$ cat src/rtl/main_mem_arbiter.sv
// main_mem_arbiter
//    Shares the single-port main data RAM between the processor load/store
//    path (p_*) and a debug/loader port (d_*). Exactly one requester is granted
//    per cycle, combinationally from the requests and the FSM state. Read data
//    comes back one cycle after the grant, registered, with a one-cycle valid.
//
//    Ports
//       clock, n_reset            system clock, synchronous active-low reset
//       p_req/p_we/p_addr/p_wdata processor request
//       p_stall                   processor requesting but not granted
//       p_rdata/p_rvalid          processor read return
//       d_req/d_we/d_addr/d_wdata debug request
//       d_gnt                     debug granted this cycle
//       d_rdata/d_rvalid          debug read return
//       m_addr/m_data/m_wren/m_q  RAM port (RAM clocked on ~clock)
//
//    state  | meaning
//    S_PROC | processor favoured; debug wins contention after WAIT_MAX waits
//    S_DBG  | debug burst under way; debug keeps the port up to DBG_BURST grants
module main_mem_arbiter #(
   parameter int ADDR_W    = 12,
   parameter int DATA_W    = 16,
   parameter int WAIT_MAX  = 3,
   parameter int DBG_BURST = 4
) (
   input  logic              clock,
   input  logic              n_reset,
   input  logic              p_req,
   input  logic              p_we,
   input  logic [ADDR_W-1:0] p_addr,
   input  logic [DATA_W-1:0] p_wdata,
   output logic              p_stall,
   output logic [DATA_W-1:0] p_rdata,
   output logic              p_rvalid,
   input  logic              d_req,
   input  logic              d_we,
   input  logic [ADDR_W-1:0] d_addr,
   input  logic [DATA_W-1:0] d_wdata,
   output logic              d_gnt,
   output logic [DATA_W-1:0] d_rdata,
   output logic              d_rvalid,
   output logic [ADDR_W-1:0] m_addr,
   output logic [DATA_W-1:0] m_data,
   output logic              m_wren,
   input  logic [DATA_W-1:0] m_q
);

   localparam logic [3:0] WAIT_MAX_C  = 4'(WAIT_MAX);
   localparam logic [3:0] DBG_BURST_C = 4'(DBG_BURST);

   typedef enum logic {S_PROC, S_DBG} state_t;
   typedef enum logic [1:0] {LR_NONE, LR_P, LR_D} last_rd_t;

   state_t            state_q, state_d;
   logic [3:0]        wait_cnt_q, wait_cnt_d;
   logic [3:0]        burst_cnt_q, burst_cnt_d;
   last_rd_t          last_rd_q, last_rd_d;
   logic [DATA_W-1:0] p_rdata_q, p_rdata_d;
   logic [DATA_W-1:0] d_rdata_q, d_rdata_d;
   logic              p_grant, d_grant;

   // Grants are forced off while reset is low so nothing reaches the RAM.
   always_comb begin
      p_grant = 1'b0;
      d_grant = 1'b0;
      if (n_reset) begin
         if (p_req && d_req) begin
            if (state_q == S_DBG || wait_cnt_q == WAIT_MAX_C) d_grant = 1'b1;
            else                                              p_grant = 1'b1;
         end else if (p_req) begin
            p_grant = 1'b1;
         end else if (d_req) begin
            d_grant = 1'b1;
         end
      end
   end

   always_comb begin
      m_addr  = d_grant ? d_addr  : p_addr;
      m_data  = d_grant ? d_wdata : p_wdata;
      m_wren  = d_grant ? d_we    : (p_grant & p_we);
      p_stall = p_req & ~p_grant;
      d_gnt   = d_grant;
   end

   always_comb begin
      state_d     = state_q;
      burst_cnt_d = burst_cnt_q;
      wait_cnt_d  = wait_cnt_q;

      if (d_grant || !d_req)           wait_cnt_d = 4'd0;
      else if (wait_cnt_q != WAIT_MAX_C) wait_cnt_d = wait_cnt_q + 4'd1;

      case (state_q)
         S_PROC: begin
            // A contended debug win opens a burst; a burst limit of one
            // means the burst is already complete, so stay put.
            if (d_grant && p_req) begin
               if (DBG_BURST_C == 4'd1) begin
                  burst_cnt_d = 4'd0;
               end else begin
                  state_d     = S_DBG;
                  burst_cnt_d = 4'd1;
               end
            end
         end
         S_DBG: begin
            if (!d_req) begin
               state_d     = S_PROC;
               burst_cnt_d = 4'd0;
            end else if (d_grant) begin
               // burst_cnt counts grants already taken; leave once this one
               // brings the burst up to the limit.
               if (burst_cnt_q + 4'd1 == DBG_BURST_C) begin
                  state_d     = S_PROC;
                  burst_cnt_d = 4'd0;
               end else begin
                  burst_cnt_d = burst_cnt_q + 4'd1;
               end
            end
         end
         default: state_d = S_PROC;
      endcase

      last_rd_d = LR_NONE;
      if (p_grant && !p_we)      last_rd_d = LR_P;
      else if (d_grant && !d_we) last_rd_d = LR_D;

      // RAM updates m_q on the falling edge, so it is valid at the rising
      // edge that ends the grant cycle.
      p_rdata_d = (last_rd_d == LR_P) ? m_q : p_rdata_q;
      d_rdata_d = (last_rd_d == LR_D) ? m_q : d_rdata_q;
   end

   always_ff @(posedge clock) begin
      if (!n_reset) begin
         state_q     <= S_PROC;
         wait_cnt_q  <= 4'd0;
         burst_cnt_q <= 4'd0;
         last_rd_q   <= LR_NONE;
         p_rdata_q   <= '0;
         d_rdata_q   <= '0;
      end else begin
         state_q     <= state_d;
         wait_cnt_q  <= wait_cnt_d;
         burst_cnt_q <= burst_cnt_d;
         last_rd_q   <= last_rd_d;
         p_rdata_q   <= p_rdata_d;
         d_rdata_q   <= d_rdata_d;
      end
   end

   assign p_rdata  = p_rdata_q;
   assign d_rdata  = d_rdata_q;
   assign p_rvalid = (last_rd_q == LR_P);
   assign d_rvalid = (last_rd_q == LR_D);

endmodule

$ cat config.mk
export PLATFORM = sky130hd
export DESIGN_NAME = main_mem_arbiter
export DESIGN_NICKNAME = d
export VERILOG_FILES = /design/src/rtl/main_mem_arbiter.sv
export SDC_FILE = /design/constraint.sdc
export NUM_CORES = 1
export LEC_CHECK = 0
export ABC_AREA = 0
export CORE_ASPECT_RATIO = 1.1
export CORE_MARGIN = 5
export CORE_UTILIZATION = 38
export DETAILED_ROUTE_END_ITERATION = 16
export PLACE_DENSITY = 0.86
export SYNTH_ARGS = -nofsm -noshare
export SYNTH_HDL_FRONTEND = slang
export SYNTH_SLANG_ARGS = --single-unit
$ cat constraint.sdc
create_clock -name clock -period 3.3 [get_ports clock]
set_input_delay 0.66 -clock clock [delete_from_list [all_inputs] [get_ports clock]]
set_output_delay 0.66 -clock clock [all_outputs]
set_load 0.01 [all_outputs]
==> flow_summary.ini <==
[worst_setup_path]
r2r_setup_slack_ps = 1510
critPathBufInv = 3
slowest_delay_ps = 530
critPathTopFamily = buffers and inverters
crit_required_ps = 2640
end_kind = output pin
arrival_ps = 2500
r2r-end = p_rdata[14]
cp_cell_sequence = clkdlybuf4s50_1 -> nand2_1 -> nor2_2 -> buf_12 -> mux2_1 -> clkdlybuf4s50_1
r2r_cells = 6
endpoint = m_data[6]
crit_cells = 6
critPathMostFrequentCell = clkdlybuf4s50_1
startpoint = n_reset
cp_slowest_cell = clkdlybuf4s50_1
crit_path_max_fanout = 29
critPathKind = input port to output pin
critPathLaunchType = input port
timing.rr.start = wait_cnt_q[0]

[power_and_ir_drop]
p_clk_share_pct = 29.9
irDropWorstVdd_v = 0.000322
p_per_area_nw_per_um2 = 329
power_frac_seq_pct = 45.2
swShare_pct = 23.6
total_power_uw = 1210
p_sw_uw = 285
p_leak_uw = 0.00139
intPower_uw = 921
combinationalPowerShare_pct = 24.9

[clocking]
postCtsHoldBufs = 0
htree_levels = 2
clock_path_buffers = 2
clk_latency_ps = 290
cts.sinks = 43
post_cts_resize_count = 0
numCtsBuffers = 5
clkTransAtPathRegs_ps = 70
root_buffer = clkbuf_8
post-cts-setup-buffers = 0
tritoncts = yes

[route]
dr.pass1.iters = 4
drc = 0
wl_per_cell_um = 15.6
vias_per_cell = 4.80
initialDrtViolationCount = 62
antenna_left = 0
vias = 2107
routed_wl_mm = 6.84

[synth]
synth_area_leaders = dfxtp_1 (42%), mux2_2 (14%), mux2i_1 (8.3%)
synth_edf_count = 0
synth.distinct_cells = 33
synth.top_cell.area_share_pct = 42.0
synth_area_leader_cell = dfxtp_1
yosysMostFrequentCell = dfxtp_1
syn_area_per_cell_sq_um = 9.28
synth-main-ff-cell = dfxtp_1
seq_area_frac_synth_pct = 42.0
yosysWarnings = 0
synth_top_cells_by_count = dfxtp_1 (43), mux2_2 (26), nor2_1 (24)
synth_nets = 302
synthCells = 221
async_flop_share_pct = 0
syn_area_sq_um = 2050
ys_ff_latch = 43

[sta]
fin_crit_sh_pct = 95.9
grt_setup_unrepaired = false
clock_skew_ps = 5.67
slew_viol_final = 0
worst_slew_pin_slew_ps = 373
fmax_ghz = 0.316
hold_viol_final = 0
finalSetupTns_ps = 0
setup_violations = 0
min_period_ps = 3160
relSlewSlack_pct = 75.1

[floorplan]
die_h_um = 87.1
die_w_um = 80.1
io_pins = 143
row_count = 28
core-area_sq_um = 5330
start_util_pct = 38.5
dieArea_sq_um = 6970

[global_routing]
grt_pass1_vias = 2126
grt_antenna_before_repair = 0
grt_usage_pct = 18.9
grt_first_pass_wirelength_mm = 10.2
grt_max_degree = 38
overflow = 0

[cells_and_area]
final_layout_size_suffix_gt1_share_pct = 12.4
area_delta_synth_final_pct = 78.6
fin_util_pct = 68.8
fillers = 440
insertedDiodeCount = 0
num-nets-final = 444

[place]
io_buffers = 142
dpl.hpwl_mm = 5.53
place_congestion = 0.780

[min_path]
hold_path_class = flop to flop

[flow_run]
maxCapViolCount = 0

[run_status]
status = finished clean
power by group through the flow:
stage / logic, uW / registers [uW] / clock network [uW]
finish: 301 / 545 / 360
global route: 322 / 547 / 401
CTS: 304 / 545 / 376
detailed placement: 303 / 557 / 0
global placement: 298 / 556 / 0
floorplan: 96.7 / 564 / 0
worst reg2reg max path: stages (launching register included):
cell,delay [ps]
dfxtp_1,330
ha_1,240
and4bb_1,220
and4bb_1,260
buf_4,300
mux2i_1,280
nor2_1,60
flip-flops by register name, summed over array words and instances (netlist names):
register	flops
last_rd_q	2
p_rdata	16
state_q	1
burst_cnt_q	4
d_rdata	16
wait_cnt_q	4
worst min path at each step:
stage,from,end,slack (ps),cells past startpoint
after global routing,wait_cnt_q[0],wait_cnt_q[0],490,1
final,wait_cnt_q[0],wait_cnt_q[0],460,1
after detailed placement,wait_cnt_q[0],wait_cnt_q[0],450,1
after global placement,wait_cnt_q[0],wait_cnt_q[0],430,1
after floorplan,wait_cnt_q[0],wait_cnt_q[0],420,1
after CTS,wait_cnt_q[0],wait_cnt_q[0],460,1
final cells by class:
cell class,instances,area [sq um],share of cell area [%]
Timing Repair Buffer,150,1490,40.8
Multi-Input combinational cell,160,1100,30.0
Sequential cell,43,861,23.5
Clock buffer,7,96.3,2.63
Tap cell,75,93.8,2.56
Inverter,3,11.3,0.307
Clock inverter,1,7.51,0.205
per-layer routing:
metal	global-route usage (%)	part of all wire, %	wire [um]
met1	20.1	38	2570
met2	32.8	48	3270
met3	9.83	14	938
met4	4.76	0.88	60
met5	0	0	0
stage by stage:
stage                     setup slack [ps]  cells  hold slack, ps  cell area [sq um]
after floorplan                        957    221             418               2050
after global placement                 112    431             431               3560
after detailed placement               118    431             449               3560
after CTS                              106    439             462               3660
after global routing                  66.9    439             487               3660
final                                  135    439             458               3660
layout by cell type, fill, tap and decap left out, drive strengths merged, types with 2 or more instances in the layout:
| cell type | count |
|---|---|
| o21ai | 18 |
| nand2 | 22 |
| nor2b | 4 |
| nand3 | 19 |
| mux2i | 17 |
| a21oi | 4 |
| nand2b | 4 |
| nor3b | 2 |
| dfxtp | 43 |
| inv | 3 |
| mux2 | 29 |
| clkdlybuf4s50 | 142 |
| nor2 | 24 |
| and4bb | 2 |
| buf | 8 |
| ha | 3 |
| clkbuf | 7 |
cells by family (layout without fill, tap and decap cells):
kind of cell / count (synthesis) / count (layout) / synth area share (%)
compound gates: 29 / 29 / 8.05
xor+xnor: 1 / 1 / 0.427
fa+ha+maj: 3 / 3 / 1.83
buf+inv: 18 / 161 / 4.51
flops: 43 / 43 / 42.0
mux: 46 / 46 / 24.2
simple gates: 81 / 81 / 19.0
Note: power is estimated with default switching activity, not from simulation.
==> RTL edit 1 (same settings) <==
The 3 values of `last_rd_t` get a one-hot encoding in 3 bits.
--- a/src/rtl/main_mem_arbiter.sv
+++ b/src/rtl/main_mem_arbiter.sv
@@ -51,3 +51,3 @@
    typedef enum logic {S_PROC, S_DBG} state_t;
-   typedef enum logic [1:0] {LR_NONE, LR_P, LR_D} last_rd_t;
+   typedef enum logic [2:0] {LR_NONE = 3'b001, LR_P = 3'b010, LR_D = 3'b100} last_rd_t;
 
Behaviour: no difference found for any inputs over 10 cycles, from zero or initial values and one cycle with n_reset low; not proved beyond that.
==> RTL edit 1 against the original RTL <==
- register-to-register slack worse by 0.16 ns
- sequential cell count is 1 higher
- count of clock-buffer cells in the layout shrank 2
- global-route usage grew 0.42 points
- worst hold slack got worse by 0.0033 ns
- routed wire length up 14%
- critical endpoint is now m_data[10]
- total power is 0.67% lower
- synthesized area increased by 14%
- combinational power is 8.3% higher
- first-iteration DRC count up 63%
- design area up 7.0%
- worst setup slack lost 0.025 ns
==> RTL edit 1: results (changes against the original RTL) <==
Total power -> 1.20 mW (-0.67%)
Routed vias -> 2243 (+6.5%)
Met1 Use GR -> 20.8% (+0.68 points)
Top post-synthesis cells by area -> dfxtp_1 (38%), mux2_4 (18%), mux2i_1 (14%), nand2_1 (8.3%), buf_6 (2.9%)
Most frequent cells after synthesis -> nand2_1 (52), dfxtp_1 (44), mux2i_1 (32)
Status -> completed
Largest net degree at the start of global routing -> 56 (+47%)
Synth cell types -> 37 (+12%)
Fill cells -> 517 (+18%)
HP Start -> d_rdata[4]
Post-synthesis adder-cell area fraction -> 1.60% (-0.23 points)
First-pass GRT wire length -> 11800 um (+15%)
XOR/XNOR Fraction of Synth Area -> 0.748% (+0.32 points)
Initial antenna violation count -> 1 (+1)
Post-DP HPWL -> 6370 um (+15%)
Mux cell area share after synthesis -> 32.1% (+7.9 points)
Crit. Startpoint -> p_req
Post_cts resized -> 0 (unchanged)
Met2 Routed Length -> 4110 um (+26%)
Clock Skews -> 0.00892 ns (+0.00325 ns)
Routed wire length -> 7790 um (+14%)
Flop+latch power -> 0.559 mW (+3%)
1st-iter DRT viols -> 101 (+63%)
Routability congestion estimate -> 0.938 (+20%)
Worst Path Arrival -> 2.53 ns (+0.03 ns)
# nets final -> 452 (+1.8%)
CP Max Fanout -> 16 (-45%)
Sequential-to-total area share from yosys stat -> 37.6% (-4.3 points)
Max IR drop VDD -> 0.232 mV (-28%)
Combinational share of power -> 27.2% (+2.3 points)
DR WL met3 -> 579 um (-38%)
Synth Area in Compound Gates -> 7.32% (-0.73 points)
M1 WL -> 2920 um (+14%)
Met2 Use GR -> 36.0% (+3.2 points)
Port bufs -> 142 (unchanged)
Lkg Pwr -> 1.62 nW (+17%)
Share of cells above drive strength 1 -> 13.2% (+0.84 points)
Reg clk slew, reported paths -> 0.07 ns (about the same)
M3 GR Usage -> 5.43% (-4.4 points)
Sw Ratio -> 24.4% (+0.81 points)
Net Count, Synth -> 309 (+2.3%)
Gr usage total -> 19.3% (+0.42 points)
RTL edit 1: cell types whose count changed in the layout (fill, tap and decap cells not counted), moves of 13 or more:
cell,before,now
nand2_1,22,52
mux2_4,0,28
mux2_2,26,1
nor2_1,23,3
o21ai_0,18,2
mux2i_1,17,32
nand3_1,19,6
RTL edit 1: cells by family after synthesis:
| group | Yosys count |
|---|---|
| AOI/OAI and AO/OA | 21 |
| xor gates and xnor gates | 2 |
| adders and majority gates | 3 |
| buffers and inverters | 19 |
| DFF | 44 |
| muxes | 61 |
| and+or+nand+nor | 78 |
RTL edit 1: metrics by stage:
step / util (%) / std cells / setup slack [ns]
after global routing: 64.5 / 452 / 0.0437
after floorplan: - / 228 / 1.07
after global placement: 63.1 / 444 / 0.114
after detailed placement: 63.1 / 444 / 0.100
after CTS: 64.4 / 451 / 0.101
final: 64.5 / 452 / 0.110
RTL edit 1: final timing paths:
check | cells past startpoint | endpoint | slack (ns)
setup / recovery | 6 | m_data[10] | 0.11
setup reg to reg | 5 | d_rdata[11] | 1.35
hold reg to reg | 2 | d_rdata[4] | 0.45
hold / removal | 2 | d_rdata[4] | 0.45
RTL edit 1: critical path, stage by stage:
cell and delay (ns):
clkdlybuf4s50_1 0.49, nand2b_1 0.11, o211ai_4 0.26, buf_12 0.21, mux2_4 0.31, clkdlybuf4s50_1 0.49
RTL edit 1: cell type report:
cell class                      instances  area (sq um)  share of cell area, %
Antenna cell                            1          2.50                 0.0638
Clock buffer                            5          68.8                   1.75
Timing Repair Buffer                  149          1490                   38.1
Sequential cell                        44           881                   22.5
Tap cell                               80           100                   2.55
Multi-Input combinational cell        165          1340                   34.2
Clock inverter                          2          12.5                  0.319
Inverter                                6          22.5                  0.574
==> RTL edit 2 (config.mk and constraints unchanged) <==
Without the edit above. The parameter `DATA_W` goes from 16 to 12.
--- a/src/rtl/main_mem_arbiter.sv
+++ b/src/rtl/main_mem_arbiter.sv
@@ -21,3 +21,3 @@
    parameter int ADDR_W    = 12,
-   parameter int DATA_W    = 16,
+   parameter int DATA_W    = 12,
    parameter int WAIT_MAX  = 3,
Ports: changed (6 resized); port bits go from 143 to 119. No check against the original RTL was run, so the function may have changed too.
==> RTL edit 2 against the original RTL <==
- count of clock-buffer cells in the layout is 2 lower
- routed wire length fell by 16%
- synthesized cell count decreased by 17%
- design area down 17%
- maximum frequency is 0.26% lower
- synthesized area down 16%
- total power down 20%
- sequential cell count down 8
- worst setup slack lost 0.0083 ns
- critical path type unchanged
==> RTL edit 2: results (changes against the original RTL) <==
Post-CTS setup buffers -> 0 (unchanged)
Critical path's most frequent cell -> clkdlybuf4s50_1
Share of cells above drive strength 1 -> 6.91% (-5.5 points)
1st-iter DRT viols -> 30 (-52%)
Max incr delay on CP -> 0.49 ns (-0.04 ns)
Total iterations of the first detailed-routing run -> 4 (unchanged)
Reg clk slew, reported paths -> 0.07 ns (about the same)
Most frequent cells after synthesis -> dfxtp_1 (35), mux2_1 (19), nor2_1 (19)
Dpl cells -> 352 (-18%)
Synth Instances -> 184 (-17%)
# nets final -> 374 (-16%)
Clock Root Buffer -> clkbuf_8
HP Class -> reg -> reg
CP Max Fanout -> 25 (-14%)
Net Count, Synth -> 253 (-16%)
Routed wire length -> 5770 um (-16%)
Clock buffer depth -> 2 (unchanged)
Antenna diode count -> 0 (unchanged)
Worst Path Arrival -> 2.51 ns (about the same)
Slowest cell on the critical path -> clkdlybuf4s50_1
First-pass GRT wire length -> 8560 um (-16%)
Routability congestion estimate -> 0.825 (+5.7%)
Post-DP Area -> 2980 sq um (-16%)
Largest net degree at the start of global routing -> 30 (-21%)
Status -> completed
Initial antenna violation count -> 0 (unchanged)
Non-Filler Instances -> 358 (-18%)
Clock Skews -> 0.00818 ns (+0.00251 ns)
Post-DP HPWL -> 4710 um (-15%)
Port bufs -> 118 (-17%)
Routed vias -> 1796 (-15%)
Slew @ Worst Pin -> 0.304 ns (-0.0691 ns)
Htree depth -> 2 (unchanged)
Gr usage total -> 18.7% (-0.14 points)
Post_cts resized -> 0 (unchanged)
Dpl ws -> 0.136 ns (+0.0182 ns)
CP delay by family, top -> buffers and inverters
Top post-synthesis cells by area -> dfxtp_1 (40%), mux2_1 (12%), mux2i_1 (7.5%), nand3_1 (4.3%), nor2_1 (4.1%)
Clock Latency Late Sink -> 0.28 ns
Psw -> 0.233 mW (-18%)
Synth cell types -> 38 (+15%)
Total CTS buffers -> 5 (unchanged)
Sequential-to-total area share from yosys stat -> 40.4% (-1.5 points)
Grt ovf -> 0 (unchanged)
Max IR drop VDD -> 0.337 mV (+4.7%)
Lkg Pwr -> 1.16 nW (-16%)
Post-synth ARST share -> 0% (unchanged)
Ys Warns -> 0 (unchanged)
RTL edit 2: power groups by stage:
stage | Sequential [mW] | Combinational, mW | Clock (mW)
5_1_grt | 0.444 | 0.268 | 0.307
6_report | 0.443 | 0.249 | 0.278
3_3_place_gp | 0.452 | 0.247 | 0
4_1_cts | 0.443 | 0.252 | 0.287
2_1_floorplan | 0.458 | 0.0806 | 0
3_5_place_dp | 0.452 | 0.251 | 0
RTL edit 2: final timing paths:
check / start / end / slack (ns) / cells after the start
worst min-delay path: wait_cnt_q[0] / wait_cnt_q[0] / 0.46 / 1
worst min register to register: wait_cnt_q[0] / wait_cnt_q[0] / 0.46 / 1
worst max register to register: wait_cnt_q[0] / p_rdata[5] / 1.54 / 6
worst max-delay path: p_req / m_data[4] / 0.13 / 7
RTL edit 2: cells by family after synthesis:
logic type | after synthesis | share of synthesized area [%]
AND/OR/NAND/NOR | 68 | 19.7
multiplexers | 37 | 23.1
flip-flops | 35 | 40.4
AO/OA/AOI/OAI | 25 | 8.38
buffers and inverters | 14 | 5.20
adder cells (fa/ha/maj) | 3 | 2.17
XOR/XNOR | 2 | 1.01
RTL edit 2: through the flow:
stage	utilization (%)	hold slack (ns)
floorplan	-	0.418
global placement	68.6	0.429
detailed placement	68.6	0.451
CTS	70.4	0.463
global route	70.4	0.486
finish	70.4	0.456
RTL edit 2: area by class of cell:
| class | count | area (sq um) |
|---|---|---|
| fillers | 335 | 1290 |
| repair buffers | 125 | 1250 |
| multi-input cells | 135 | 957 |
| flip-flops and latches | 35 | 701 |
| clock buffers | 5 | 68.8 |
| well taps | 54 | 67.6 |
| inverters | 3 | 11.3 |
| clock inverters | 1 | 7.51 |
RTL edit 2: routing by layer:
| metal | GRT usage, % | vias to the layer above | wire, um |
|---|---|---|---|
| met5 | 0 | - | 0 |
| met4 | 4.27 | 0 | 46 |
| met3 | 9.41 | 7 | 839 |
| met2 | 34.4 | 85 | 2850 |
| met1 | 18.7 | 829 | 2030 |
| li1 | - | 875 | - |
